[config.mk]
export PLATFORM = sky130hd
export DESIGN_NAME = serial_add_ctrl
export DESIGN_NICKNAME = d
export VERILOG_FILES = /design/src/rtl/serial_add_ctrl.sv
export SDC_FILE = /design/constraint.sdc
export NUM_CORES = 1
export LEC_CHECK = 0
export CORE_ASPECT_RATIO = 0.9
export CORE_UTILIZATION = 49
export CTS_CLUSTER_DIAMETER = 60
export CTS_CLUSTER_SIZE = 14
export DETAILED_ROUTE_END_ITERATION = 8
export GPL_TIMING_DRIVEN = 0
export MAX_ROUTING_LAYER = met4
export PLACE_DENSITY = 0.82
export REMOVE_ABC_BUFFERS = 1
export SLEW_MARGIN = 30
export SYNTH_ARGS = -nofsm -noshare
export SYNTH_HDL_FRONTEND = slang
export SYNTH_SLANG_ARGS = --single-unit
[constraint.sdc]
create_clock -name clk -period 2.5 [get_ports clk]
set_clock_uncertainty 0.15 [all_clocks]
set_input_delay 0.625 -clock clk [delete_from_list [all_inputs] [get_ports clk]]
set_output_delay 0.625 -clock clk [all_outputs]
set_load 0.005 [all_outputs]
[src/rtl/serial_add_ctrl.sv]
// Multi-word adder that time-shares one external 4-bit adder (no carry-in).
// A nibble with an incoming carry costs an extra INC cycle that adds 1 to the partial sum.
module serial_add_ctrl #(
    parameter int WORDS = 4
) (
    input  logic               clk,
    input  logic               rst_n,
    input  logic               start,
    input  logic [4*WORDS-1:0] op_a,
    input  logic [4*WORDS-1:0] op_b,
    output logic [3:0]         adder_a,
    output logic [3:0]         adder_b,
    input  logic [3:0]         adder_sum,
    input  logic               adder_carry,
    output logic               busy,
    output logic               done,
    output logic [4*WORDS-1:0] sum,
    output logic               carry_out,
    output logic [1:0]         dbg_state
);

    localparam int W    = 4 * WORDS;
    localparam int IDXW = (WORDS > 1) ? $clog2(WORDS) : 1;
    localparam logic [IDXW-1:0] LAST_IDX = IDXW'(WORDS - 1);

    typedef enum logic [1:0] {
        IDLE = 2'd0,
        ADD  = 2'd1,
        INC  = 2'd2,
        DONE = 2'd3
    } state_t;

    state_t          state_q, state_d;
    logic [W-1:0]    a_q, a_d;
    logic [W-1:0]    b_q, b_d;
    logic [W-1:0]    sum_q, sum_d;
    logic [IDXW-1:0] idx_q, idx_d;
    logic            cin_q, cin_d;
    logic [3:0]      tmp_q, tmp_d;
    logic            c1_q, c1_d;
    logic            cout_q, cout_d;
    logic            step;
    logic            step_c;

    always_ff @(posedge clk or negedge rst_n) begin
        if (!rst_n) begin
            state_q <= IDLE;
            a_q     <= '0;
            b_q     <= '0;
            sum_q   <= '0;
            idx_q   <= '0;
            cin_q   <= 1'b0;
            tmp_q   <= 4'd0;
            c1_q    <= 1'b0;
            cout_q  <= 1'b0;
        end else begin
            state_q <= state_d;
            a_q     <= a_d;
            b_q     <= b_d;
            sum_q   <= sum_d;
            idx_q   <= idx_d;
            cin_q   <= cin_d;
            tmp_q   <= tmp_d;
            c1_q    <= c1_d;
            cout_q  <= cout_d;
        end
    end

    always_comb begin
        state_d = state_q;
        a_d     = a_q;
        b_d     = b_q;
        sum_d   = sum_q;
        idx_d   = idx_q;
        cin_d   = cin_q;
        tmp_d   = tmp_q;
        c1_d    = c1_q;
        cout_d  = cout_q;
        adder_a = 4'd0;
        adder_b = 4'd0;
        step    = 1'b0;
        step_c  = 1'b0;

        case (state_q)
            IDLE: begin
                if (start) begin
                    a_d     = op_a;
                    b_d     = op_b;
                    idx_d   = '0;
                    cin_d   = 1'b0;
                    state_d = ADD;
                end
            end
            ADD: begin
                adder_a = a_q[{idx_q, 2'b00} +: 4];
                adder_b = b_q[{idx_q, 2'b00} +: 4];
                if (!cin_q) begin
                    sum_d[{idx_q, 2'b00} +: 4] = adder_sum;
                    step   = 1'b1;
                    step_c = adder_carry;
                end else begin
                    tmp_d   = adder_sum;
                    c1_d    = adder_carry;
                    state_d = INC;
                end
            end
            INC: begin
                adder_a = tmp_q;
                adder_b = 4'd1;
                sum_d[{idx_q, 2'b00} +: 4] = adder_sum;
                // Both carries can never be set: a nibble sum that carried is at most 0xE.
                step   = 1'b1;
                step_c = c1_q | adder_carry;
            end
            DONE: begin
                state_d = IDLE;
            end
            default: begin
                state_d = IDLE;
            end
        endcase

        if (step) begin
            cin_d = step_c;
            if (idx_q == LAST_IDX) begin
                cout_d  = step_c;
                state_d = DONE;
            end else begin
                idx_d   = idx_q + 1'b1;
                state_d = ADD;
            end
        end
    end

    assign busy      = (state_q != IDLE);
    assign done      = (state_q == DONE);
    assign sum       = sum_q;
    assign carry_out = cout_q;
    assign dbg_state = state_q;

endmodule

[Word-level counts from Yosys, hierarchy flattened]
Index checks and enable logic that the tools add are counted.
Operators by class
  reduce and logical (&&, ||, !) cells: 12
  bitwise gates (word level): 1
  add/sub/neg operators: 2
  shift operators: 4
  eq/ne operators: 7
  mux-type cells: 21
Operator list (count)
  one-hot mux 16 bit (2 select lines): 1
  indexed part select 16 x 5 -> 4 bit: 2
  bitwise mux 16 bit: 1
  two-way mux 16 bit: 1
  two-way mux 2 bit: 8
  one-hot mux 4 bit (2 select lines): 2
  variable shift 4 x 6 -> 16 bit, first input constant: 1
  indexed part select 4 x 6 -> 16 bit: 1
  AND reduction 2 bit: 5
  nonzero test 2 bit: 4
  equality test 2 bit, second input constant: 3
  != test 3 bit, second input constant: 2
  negator 4 -> 6 bit: 1
  one-hot mux 2 bit (3 select lines): 1
  two-way mux 1 bit: 5
  one-hot mux 1 bit (2 select lines): 2
  nonzero test 4 bit: 1
  AND reduction 3 bit: 1
  adder 2 x 1 -> 2 bit, second input constant: 1
  equality test 2 x 1 -> 1 bit, second input constant: 1
  zero test 2 bit: 1
  != test 2 bit, second input constant: 1
  OR 1 bit: 1
Word-level totals
  register bits after elaboration: 59
  word-level logic and storage cells: 56
  input bits: 40
  output and inout port bits: 29

[Logic depth before layout (Yosys ltp)]
Gate-level depths: netlist of run 1.
  word-level depth: 5
  depth in mapped cells: 7
  mapped depth without buffers: 6

[Worst setup path after synthesis of run 1]
OpenSTA, ideal clock, no wires.
  kind: reg2out
  start point: register idx_q[0]
  end point: output adder_a[2]
  path slack: 0.360 ns
  stages on the path, launching flop included: 4
  data arrival time: 1.365 ns
  data required time: 1.725 ns
  path buffers: 1
  cell sequence: dfrtp_1 buf_6 mux4_2 a32o_1
Between the ends
  cells in the longest elaborated chain, start to end: 2
Ends and longest elaborated chain
  start, declared: line 37  | logic [IDXW-1:0] idx_q, idx_d;
  start signal, assigned: line 61  | idx_q <= idx_d;
  indexed part select 16 x 5 -> 4 bit: line 95  | adder_a = a_q[{idx_q, 2'b00} +: 4];
  one-hot mux 4 bit (2 select lines): line 84  | case (state_q)
  end, declared: line 11  | output logic [3:0] adder_a,
No other way between the ends.

[Worst setup path after layout of run 1]
Ends and elaborated chain as after synthesis.

==> run_results.csv, run 1 <==
group,metric,value,unit
status,outcome,"finished with violations",
status,violations,"setup timing",
final_layout,layout.cells.non_filler,373,
timing,relSlewSlack,0.462,
global_routing,grt_max_degree,36,
drt,via_per_inst,5.26,
hold_path,hp-class,"input port to async pin",
timing,post-route-period-util,1.04,
timing,worst_slew_pin_slew,804,ps
clock_network,cts_tree,"built",
drt,drt-initial-drc-count,81,
timing,fmax,386,MHz
critical_path,endpoint_kind,"output pin",
critical_path,crit_slowest_cell,"dfrtp_4",
critical_path,path_class,"flop to output pin",
clock_network,cts_max_path_buffers,2,
critical_path,cp_cell_sequence,"buf_6 > mux4_2 > a32o_2 > buf_2",
die,die_height,73.0,microns
clock_network,clkTransAtPathRegs,60,ps
power_and_ir_drop,p_leak,1.62,nW
synthesis,syn_area,0.00275,sq mm
global_routing,grt_use_total,0.228,
critical_path,arrival,1810,ps
critical_path,cpLargestDelayFamily,"flip-flops",
drt,avgRoutedWirePerCell,15.3,microns
timing,layout_setup_ws,-89.4,ps
synthesis,synth_flop_cell,"dfrtp_1",
timing,rsz0062_at_grt,"true",
final_layout,diodes,0,
synthesis,synth_edf_count,0,
power_and_ir_drop,ir_drop,0.624,mV
synthesis,synth-seq-cells,59,
timing,setup_viol,7,
drt,drtAntennaViolNets,0,
synthesis,netlist_instances,219,
critical_path,cp.buffers_inverters,2,
final_layout,nets,352,
global_routing,gr-total-overflow,0,
global_routing,grtUsageMet2,0.354,
drt,route.vias.total,1962,
clock_network,clk-insertion-delay-late,330,ps
timing,tns,-543,ps
global_routing,first_global_vias,1986,
global_routing,use_met3,0.0750,
place,dpl-instance-area,0.00349,sq mm
global_routing,grt_pass1_wl,9.55,mm
critical_path,required,1730,ps
die,dieArea,0.00591,sq mm
critical_path,startpoint_type,"flop",
global_routing,antenna_found_initial,0,
synthesis,synth-async-reset-ratio,1.00,
clock_network,h-tree-depth,3,
place,dp_hpwl,3.96,mm
timing,finalMaxSlewViolations,0,
timing,hold_viol_final,0,
critical_path,rrSetupSlack,480,ps
drt,dr.pass1.iters,4,
clock_network,cts_buffers,9,
critical_path,cp_slowest_stage_delay,490,ps
die,num_io_pins,69,
critical_path,critPathMaxFanout,6,
die,rows,25,
global_routing,grt.busiest_layer,"met2",
final_layout,area_growth,36.9,%
die,start_util,0.517,
power_and_ir_drop,power_density,1230,mW/mm^2
synthesis,postSynthAreaPerCell,12.5,sq um
clock_network,cts_sinks,59,
place,gp_congestion,0.748,
final_layout,multi_input_area,0.00122,sq mm
final_layout,stdcell_area,0.00376,sq mm
place,io_buffers,68,
drt,drt_wl_total,5.73,mm
synthesis,ys_seq_area_frac,0.537,
job,cap_violations,0,
drt,drcViolationCount,0,
final_layout,drive_above_1_share,0.294,
synthesis,ys_warn_count,0,
clock_network,cts_root_buffer,"clkbuf_8",
timing,final.min_clock_period,2590,ps
final_layout,fillers,392,
die,die_w,80.9,microns
die,coreArea,0.00532,sq mm
synthesis,ys_types,27,
place,dp.cells,347,
final_layout,seq_area,0.00148,sq mm
global_routing,use_met1,0.286,
[what timing repair did]
action,CTS,global route
setup endpoints to repair,8,8
hold buffers,0,0
gates resized for setup,50,6
pin swaps,9,0
setup buffers,9,1
[state kept, by name, summed over array words and instances, names as in the netlist, 2 cells and up]
name and count:
b_q 16, idx_q 2, tmp_q 4, a_q 16, dbg_state 2, sum 16
[synth_stat cells (2+ instances only)]
library cell | number | area share
a32o_1 | 4 | 0.015
and3_1 | 4 | 0.0091
buf_2 | 4 | 0.0073
clkbuf_1 | 3 | 0.0041
dfrtp_1 | 59 | 0.54
ha_1 | 11 | 0.050
inv_1 | 7 | 0.0096
mux2_2 | 37 | 0.15
mux2i_1 | 2 | 0.0073
mux4_1 | 5 | 0.048
mux4_2 | 3 | 0.025
nand2_1 | 39 | 0.053
nand3_1 | 5 | 0.0091
nor2_1 | 2 | 0.0027
nor3_1 | 4 | 0.0073
o211ai_1 | 3 | 0.0082
o21ai_0 | 16 | 0.029
o21ai_1 | 2 | 0.0036
[layout make-up]
class	instances	area share
sequential	59	0.394
timing repair buffer	79	0.210
clock buffer	13	0.0369
tap	67	0.0223
inverter	8	0.00798
multi-input combinational	144	0.325
clock inverter	3	0.00399
[layer usage]
| layer | part of all wire | vias up |
|---|---|---|
| met5 | 0 | - |
| met4 | 0.0065 | 0 |
| met3 | 0.048 | 5 |
| met2 | 0.51 | 50 |
| met1 | 0.43 | 964 |
| li1 | - | 943 |
[worst register-to-register path: stages, from the launching register on]
cell     delay [ps]
dfrtp_4         490
buf_4           180
inv_2            70
ha_1            300
inv_1            70
nor3_1          410
nand2_1          90
o21ai_0         170
[cells by family (layout without fill, tap and decap cells)]
logic type               Yosys count  in the layout  share of synthesized area
multiplexers                      47             47                      0.231
flip-flops                        59             59                      0.537
adder cells (fa/ha/maj)           11             11                     0.0501
AND/OR/NAND/NOR                   57             57                     0.0888
AO/OA/AOI/OAI                     29             29                     0.0660
buffers and inverters             16            103                     0.0264
[worst paths after layout]
kind | start | to | depth (start not counted)
max | idx_q[0]$_DFF_PN0_ | adder_a[2] | 4
min | rst_n | dbg_state[0]$_DFFE_PN0P_ | 1
max reg2reg | idx_q[0]$_DFF_PN0_ | sum[4]$_DFFE_PN0P_ | 7
min reg2reg | sum[5]$_DFFE_PN0P_ | sum[5]$_DFFE_PN0P_ | 2
max in group asynchronous | rst_n | a_q[13]$_DFFE_PN0P_ | 2
min in group clk | sum[5]$_DFFE_PN0P_ | sum[5]$_DFFE_PN0P_ | 2
[per-stage QoR]
stage                     power (mW)  worst slack [ps]  hold slack [ps]   util
after global routing            4.94              -131             95.9  0.707
after global placement          3.56             -1190              312  0.652
after floorplan                 2.84               202              179      -
after CTS                       4.56              -119             76.4  0.700
final                           4.61             -89.4             77.5  0.707
after detailed placement        3.65              -458              321  0.656
[placed cells by master, fill, tap and decap left out, types with 2 or more instances in the layout]
cell             synthesis  layout
nor3_1                   4       4
dfrtp_2                  0       2
clkbuf_8                 0       9
inv_1                    7       6
clkinv_2                 0       3
buf_6                    1       6
dfrtp_1                 59      56
clkdlybuf4s50_1          0      59
mux2_2                  37      37
mux2i_1                  2       2
o211ai_1                 3       3
a32o_1                   4       3
and3_4                   0       3
buf_12                   0       3
buf_4                    0       6
mux4_2                   3       8
o21ai_1                  2       2
clkbuf_1                 3       4
inv_2                    1       2
nand3_1                  5       5
buf_2                    4       4
o21ai_0                 16      16
nor2_1                   2       2
nand2_1                 39      38
ha_1                    11      10
[report_power, final]
part           switching [mW]  internal, mW  leakage [nW]
sequential              0.284          1.41         0.721
combinational           0.903          1.32         0.814
clock                   0.345         0.355        0.0812
Note: power is estimated with default switching activity, not from simulation.
==> run 2, diff against run 1 <==
--- a/config.mk
+++ b/config.mk
@@ -14,6 +14,7 @@
 export MAX_ROUTING_LAYER = met4
 export PLACE_DENSITY = 0.82
 export REMOVE_ABC_BUFFERS = 1
+export SKIP_LAST_GASP = 1
 export SLEW_MARGIN = 30
 export SYNTH_ARGS = -nofsm -noshare
 export SYNTH_HDL_FRONTEND = slang
==> constraint.sdc (replaced) <==
create_clock -name clk -period 2.5 [get_ports clk]
set_clock_uncertainty 0.15 [all_clocks]
set_input_delay 0.625 -clock clk [delete_from_list [all_inputs] [get_ports clk]]
set_output_delay 0.625 -clock clk [all_outputs]
set_load 0.1 [all_outputs]
==> run 2 against run 1 <==
The flow still finishes with violations (setup timing). Die area stayed put. Routed wire length is 4.4% higher. Worst setup slack worse by 57 ps. Sequential cell count stayed put. Design area is 1.1% higher. Highest routed layer unchanged.
==> run_results.csv, run 2 (synthesis gave the netlist of run 1 again) <==
group,metric,value,unit
critical_path,crit_slowest_cell,"mux4_2",
clock_network,h-tree-depth,3,
clock_network,clk-insertion-delay-late,330,ps
drt,drcViolationCount,0,
critical_path,required,1730,ps
timing,fmax,378,MHz
place,io_buffers,68,
global_routing,grt_use_total,0.231,
die,num_io_pins,69,
clock_network,cts_root_buffer,"clkbuf_8",
critical_path,cp_slowest_stage_delay,510,ps
timing,relSlewSlack,0.354,
global_routing,grt_max_degree,36,
clock_network,hold_buffers,0,
place,dp_hpwl,3.96,mm
status,violations,"setup timing",
final_layout,area_growth,38.4,%
clock_network,cts_buffers,9,
final_layout,nets,349,
drt,drt_wl_total,5.98,mm
place,pre_cts_slack,-1090,ps
drt,dr.pass1.iters,4,
critical_path,critPathMaxFanout,4,
timing,setup_viol,5,
clock_network,cts_sinks,59,
job,cap_violations,0,
global_routing,antenna_found_initial,0,
critical_path,startpoint_type,"flop",
die,coreArea,0.00532,sq mm
die,dieArea,0.00591,sq mm
clock_network,clkTransAtPathRegs,60,ps
final_layout,drive_above_1_share,0.300,
final_layout,diodes,0,
timing,layout_setup_ws,-146,ps
drt,route.vias.total,1989,
die,die_height,73.0,microns
final_layout,final_cell_mix,"dfrtp_1, nand2_1, clkdlybuf4s50_1, mux2_2, dlygate4sd2_1",
die,rows,25,
timing,tns,-613,ps
timing,worst_slew_pin_slew,973,ps
drt,via_per_inst,5.38,
critical_path,path_class,"flop to output pin",
timing,whs,73.4,ps
critical_path,endpoint_kind,"output pin",
timing,hold_viol_final,0,
global_routing,gr-total-overflow,0,
timing,finalMaxSlewViolations,0,
global_routing,first_global_vias,1994,
clock_network,cts_tree,"built",
drt,drtAntennaViolNets,0,
critical_path,cp_cell_sequence,"buf_6 > mux4_2 > a32o_2 > buf_12",
status,outcome,"finished with violations",
global_routing,grt_pass1_wl,9.56,mm
die,die_w,80.9,microns
hold_path,hp-class,"input port to async pin",
die,start_util,0.517,
timing,final.min_clock_period,2650,ps
critical_path,cp.buffers_inverters,2,
timing,rsz0062_at_grt,"true",
drt,drt-initial-drc-count,67,
critical_path,cpLargestDelayFamily,"multiplexers",
critical_path,arrival,1870,ps
final_layout,layout_commonest_cell,"dfrtp_1",
place,gp_congestion,0.748,
clock_network,cts_max_path_buffers,2,
drt,avgRoutedWirePerCell,16.2,microns
timing,post-route-period-util,1.06,
==> run 2: cell types whose count changed in the layout (fill, tap and decap cells not counted), sizes merged <==
cell           change
dlygate4sd2       +19
buf                -2
clkbuf             -1
clkdlybuf4s50     -21
clkdlybuf4s15      +2
==> run 2: per-stage QoR <==
stage / cell area (sq um) / cells / utilization
after global routing: 3800 / 370 / 0.715
after detailed placement: 3490 / 347 / 0.656
after CTS: 3770 / 367 / 0.710
after global placement: 3470 / 346 / 0.652
after floorplan: 2710 / 211 / -
final: 3800 / 370 / 0.715
==> run 2: path summary, 6_finish.rpt <==
check | to | slack, ps | cells after the start | start
worst max-delay path | adder_a[3] | -150 | 4 | idx_q[0]$_DFF_PN0_
worst min-delay path | dbg_state[0]$_DFFE_PN0P_ | 70 | 1 | rst_n
worst max register to register | sum[15]$_DFFE_PN0P_ | 410 | 5 | dbg_state[1]$_DFFE_PN0P_
worst min register to register | sum[5]$_DFFE_PN0P_ | 320 | 2 | sum[5]$_DFFE_PN0P_
max in group asynchronous | a_q[13]$_DFFE_PN0P_ | 1630 | 2 | rst_n
min in group clk | sum[5]$_DFFE_PN0P_ | 320 | 2 | sum[5]$_DFFE_PN0P_
==> run 2: worst register-to-register path, delay by kind of cell (launching register included) <==
| family | cells | cell delay [ps] |
|---|---|---|
| simple gates | 2 | 630 |
| flops | 1 | 440 |
| fa+ha+maj | 1 | 410 |
| compound gates | 1 | 170 |
| buf+inv | 1 | 150 |
==> run 2: per-layer routing <==
layer / part of all wire / vias up / GRT usage / wire, microns
li1: - / 936 / - / -
met1: 0.42 / 984 / 0.280 / 2530
met2: 0.51 / 60 / 0.360 / 3060
met3: 0.054 / 9 / 0.0775 / 323
met4: 0.011 / 0 / 0.0794 / 63
met5: 0 / - / - / 0
==> run 2: area by class of cell <==
cell class / count / area [sq um]
clock inverter: 3 / 15.0
timing repair buffer: 76 / 826
clock buffer: 13 / 139
fill: 375 / 1520
tap: 67 / 83.8
multi-input combinational: 144 / 1230
sequential: 59 / 1480
inverter: 8 / 30.0
==> run 2: timing repair <==
| item | CTS | global route |
|---|---|---|
| setup endpoints to repair | 29 | 8 |
| buffers inserted | 4 | 3 |
| gates cloned | 0 | 0 |
| gates resized for setup | 118 | 2 |
| pin swaps | 5 | 5 |
Power of run 2 is left out: the tool's default activity adds up to more than one toggle a clock period on the data nets, which glitch-free logic cannot reach.
==> run 3, diff against run 2 <==
--- a/config.mk
+++ b/config.mk
@@ -5,14 +5,18 @@
 export SDC_FILE = /design/constraint.sdc
 export NUM_CORES = 1
 export LEC_CHECK = 0
+export CELL_PAD_IN_SITES_DETAIL_PLACEMENT = 0
+export CELL_PAD_IN_SITES_GLOBAL_PLACEMENT = 1
 export CORE_ASPECT_RATIO = 0.9
-export CORE_UTILIZATION = 49
+export CORE_MARGIN = 2
+export CORE_UTILIZATION = 39
 export CTS_CLUSTER_DIAMETER = 60
 export CTS_CLUSTER_SIZE = 14
 export DETAILED_ROUTE_END_ITERATION = 8
 export GPL_TIMING_DRIVEN = 0
 export MAX_ROUTING_LAYER = met4
 export PLACE_DENSITY = 0.82
+export RECOVER_POWER = 50
 export REMOVE_ABC_BUFFERS = 1
 export SKIP_LAST_GASP = 1
 export SLEW_MARGIN = 30
==> run 3 against run 2 <==
The run still ends with setup timing left. Worst hold slack better by 250 ps. Sequential share of layout area is 0.73 points lower. Design area is 1.9% higher. Register-to-register slack better by 40 ps. Core utilization is 16 points lower. Final cell count is 7.6% higher. Non-clock buffer count is 2 higher. Die area is 31% higher. Critical path depth stayed put. Global-route usage is 5.3 points lower. First-iteration DRC count is 72% higher.
==> run_results.csv, run 3 (synthesis gave the netlist of run 1 again) <==
group,metric,value,unit
status,outcome,"finished with violations",
status,violations,"setup timing",
drt,avgRoutedWirePerCell,15.1,microns
timing,finalMaxSlewViolations,0,
clock_network,clkTransAtPathRegs,60,ps
final_layout,nets,351,
global_routing,grt_max_degree,46,
global_routing,first_global_vias,2047,
final_layout,diodes,0,
job,cap_violations,0,
timing,setup_viol,8,
timing,rsz0062_at_grt,"true",
critical_path,path_class,"flop to output pin",
place,dp_hpwl,4.05,mm
die,die_w,92.5,microns
place,dpl-instance-area,0.00356,sq mm
place,dp.cells,374,
global_routing,gr-total-overflow,0,
drt,route.vias.total,1956,
global_routing,grt_use_total,0.177,
timing,final.min_clock_period,2660,ps
hold_path,hp-class,"flop to flop",
timing,fmax,377,MHz
final_layout,layout.cells.non_filler,398,
final_layout,multi_input_area,0.00122,sq mm
final_layout,area_growth,41.0,%
die,num_io_pins,69,
global_routing,grt_pass1_wl,10.2,mm
drt,drtAntennaViolNets,0,
timing,post-route-period-util,1.06,
critical_path,endpoint_kind,"output pin",
timing,tns,-867,ps
die,die_height,83.6,microns
place,gp_congestion,0.771,
drt,drt-initial-drc-count,115,
clock_network,cts_sinks,59,
drt,drt_wl_total,6.02,mm
clock_network,h-tree-depth,3,
drt,drcViolationCount,0,
critical_path,crit_slowest_cell,"dfrtp_4",
clock_network,cts_root_buffer,"clkbuf_8",
final_layout,fillers,594,
timing,hold_viol_final,0,
place,io_buffers,68,
timing,relSlewSlack,0.359,
clock_network,clk-insertion-delay-late,340,ps
final_layout,stdcell_area,0.00387,sq mm
final_layout,seq_area,0.00148,sq mm
final_layout,final_cell_mix,"dfrtp_1, nand2_1, clkdlybuf4s50_1, mux2_2, dlygate4sd2_1",
timing,worst_slew_pin_slew,965,ps
die,dieArea,0.00773,sq mm
clock_network,cts_tree,"built",
die,rows,29,
drt,via_per_inst,4.91,
timing,layout_setup_ws,-155,ps
critical_path,critPathMaxFanout,5,
critical_path,required,1730,ps
critical_path,arrival,1880,ps
global_routing,antenna_found_initial,0,
critical_path,startpoint_type,"flop",
clock_network,cts_buffers,9,
clock_network,cts_max_path_buffers,2,
critical_path,cp_slowest_stage_delay,490,ps
critical_path,cpMostUsedCell,"buf_12",
die,start_util,0.396,
critical_path,cp_cell_sequence,"buf_12 > mux4_2 > a32o_2 > buf_12",
final_layout,drive_above_1_share,0.302,
drt,dr.pass1.iters,4,
final_layout,layout_commonest_cell,"dfrtp_1",
die,coreArea,0.00693,sq mm
-- run 3: cell types whose count changed in the layout (fill, tap and decap cells not counted), sizes merged --
cell / previous run / this run
clkbuf: 13 / 16
buf: 17 / 16
clkdlybuf4s15: 2 / 1
clkdlybuf4s18: 0 / 1
clkinv: 3 / 2
dlygate4sd3: 0 / 1
-- run 3: metal layers --
layer  global-route usage  routed length, microns  vias to the layer above
li1                     -                       -                      940
met1                0.222                    2670                      958
met2                0.275                    2950                       48
met3               0.0569                     316                       10
met4               0.0543                      82                        0
met5                    -                       0                        -
-- run 3: final timing paths --
path | slack [ps] | cells after the start | endpoint | start
worst max-delay path | -160 | 4 | adder_a[2] | idx_q[0]$_DFF_PN0_
min in group asynchronous | 750 | 2 | dbg_state[1]$_DFFE_PN0P_ | rst_n
worst min register to register | 320 | 2 | sum[4]$_DFFE_PN0P_ | sum[4]$_DFFE_PN0P_
max in group asynchronous | 230 | 3 | idx_q[0]$_DFF_PN0_ | rst_n
worst min-delay path | 320 | 2 | sum[4]$_DFFE_PN0P_ | sum[4]$_DFFE_PN0P_
worst max register to register | 450 | 8 | sum[7]$_DFFE_PN0P_ | idx_q[0]$_DFF_PN0_
-- run 3: cell type report --
cell class              count  share of cell area
multi-input cells         144               0.316
repair buffers             78               0.219
well taps                  93              0.0300
clock buffers              14              0.0420
flip-flops and latches     59               0.383
clock inverters             2             0.00258
inverters                   8             0.00775
-- run 3: worst max-delay path, delay by kind of cell (launching register included) --
kind                   cells  cell delay, ps
DFF                        1             490
muxes                      1             440
buffers and inverters      2             310
AOI/OAI and AO/OA          1             290
-- run 3: timing repair --
item	CTS	global route
resized for setup	112	11
hold endpoints to repair	14	0
pin swaps	7	3
hold buffers	1	0
cloned	0	0
setup endpoints to repair	29	9
buffers inserted	6	1
-- run 3: stage by stage --
stage,hold WS [ps],setup WS (ps),utilization
floorplan,179,-1010,-
global placement,313,-1220,0.505
finish,322,-155,0.559
detailed placement,320,-1100,0.513
CTS,329,-226,0.560
global route,363,-183,0.559
Power of run 3 is left out for the same reason.
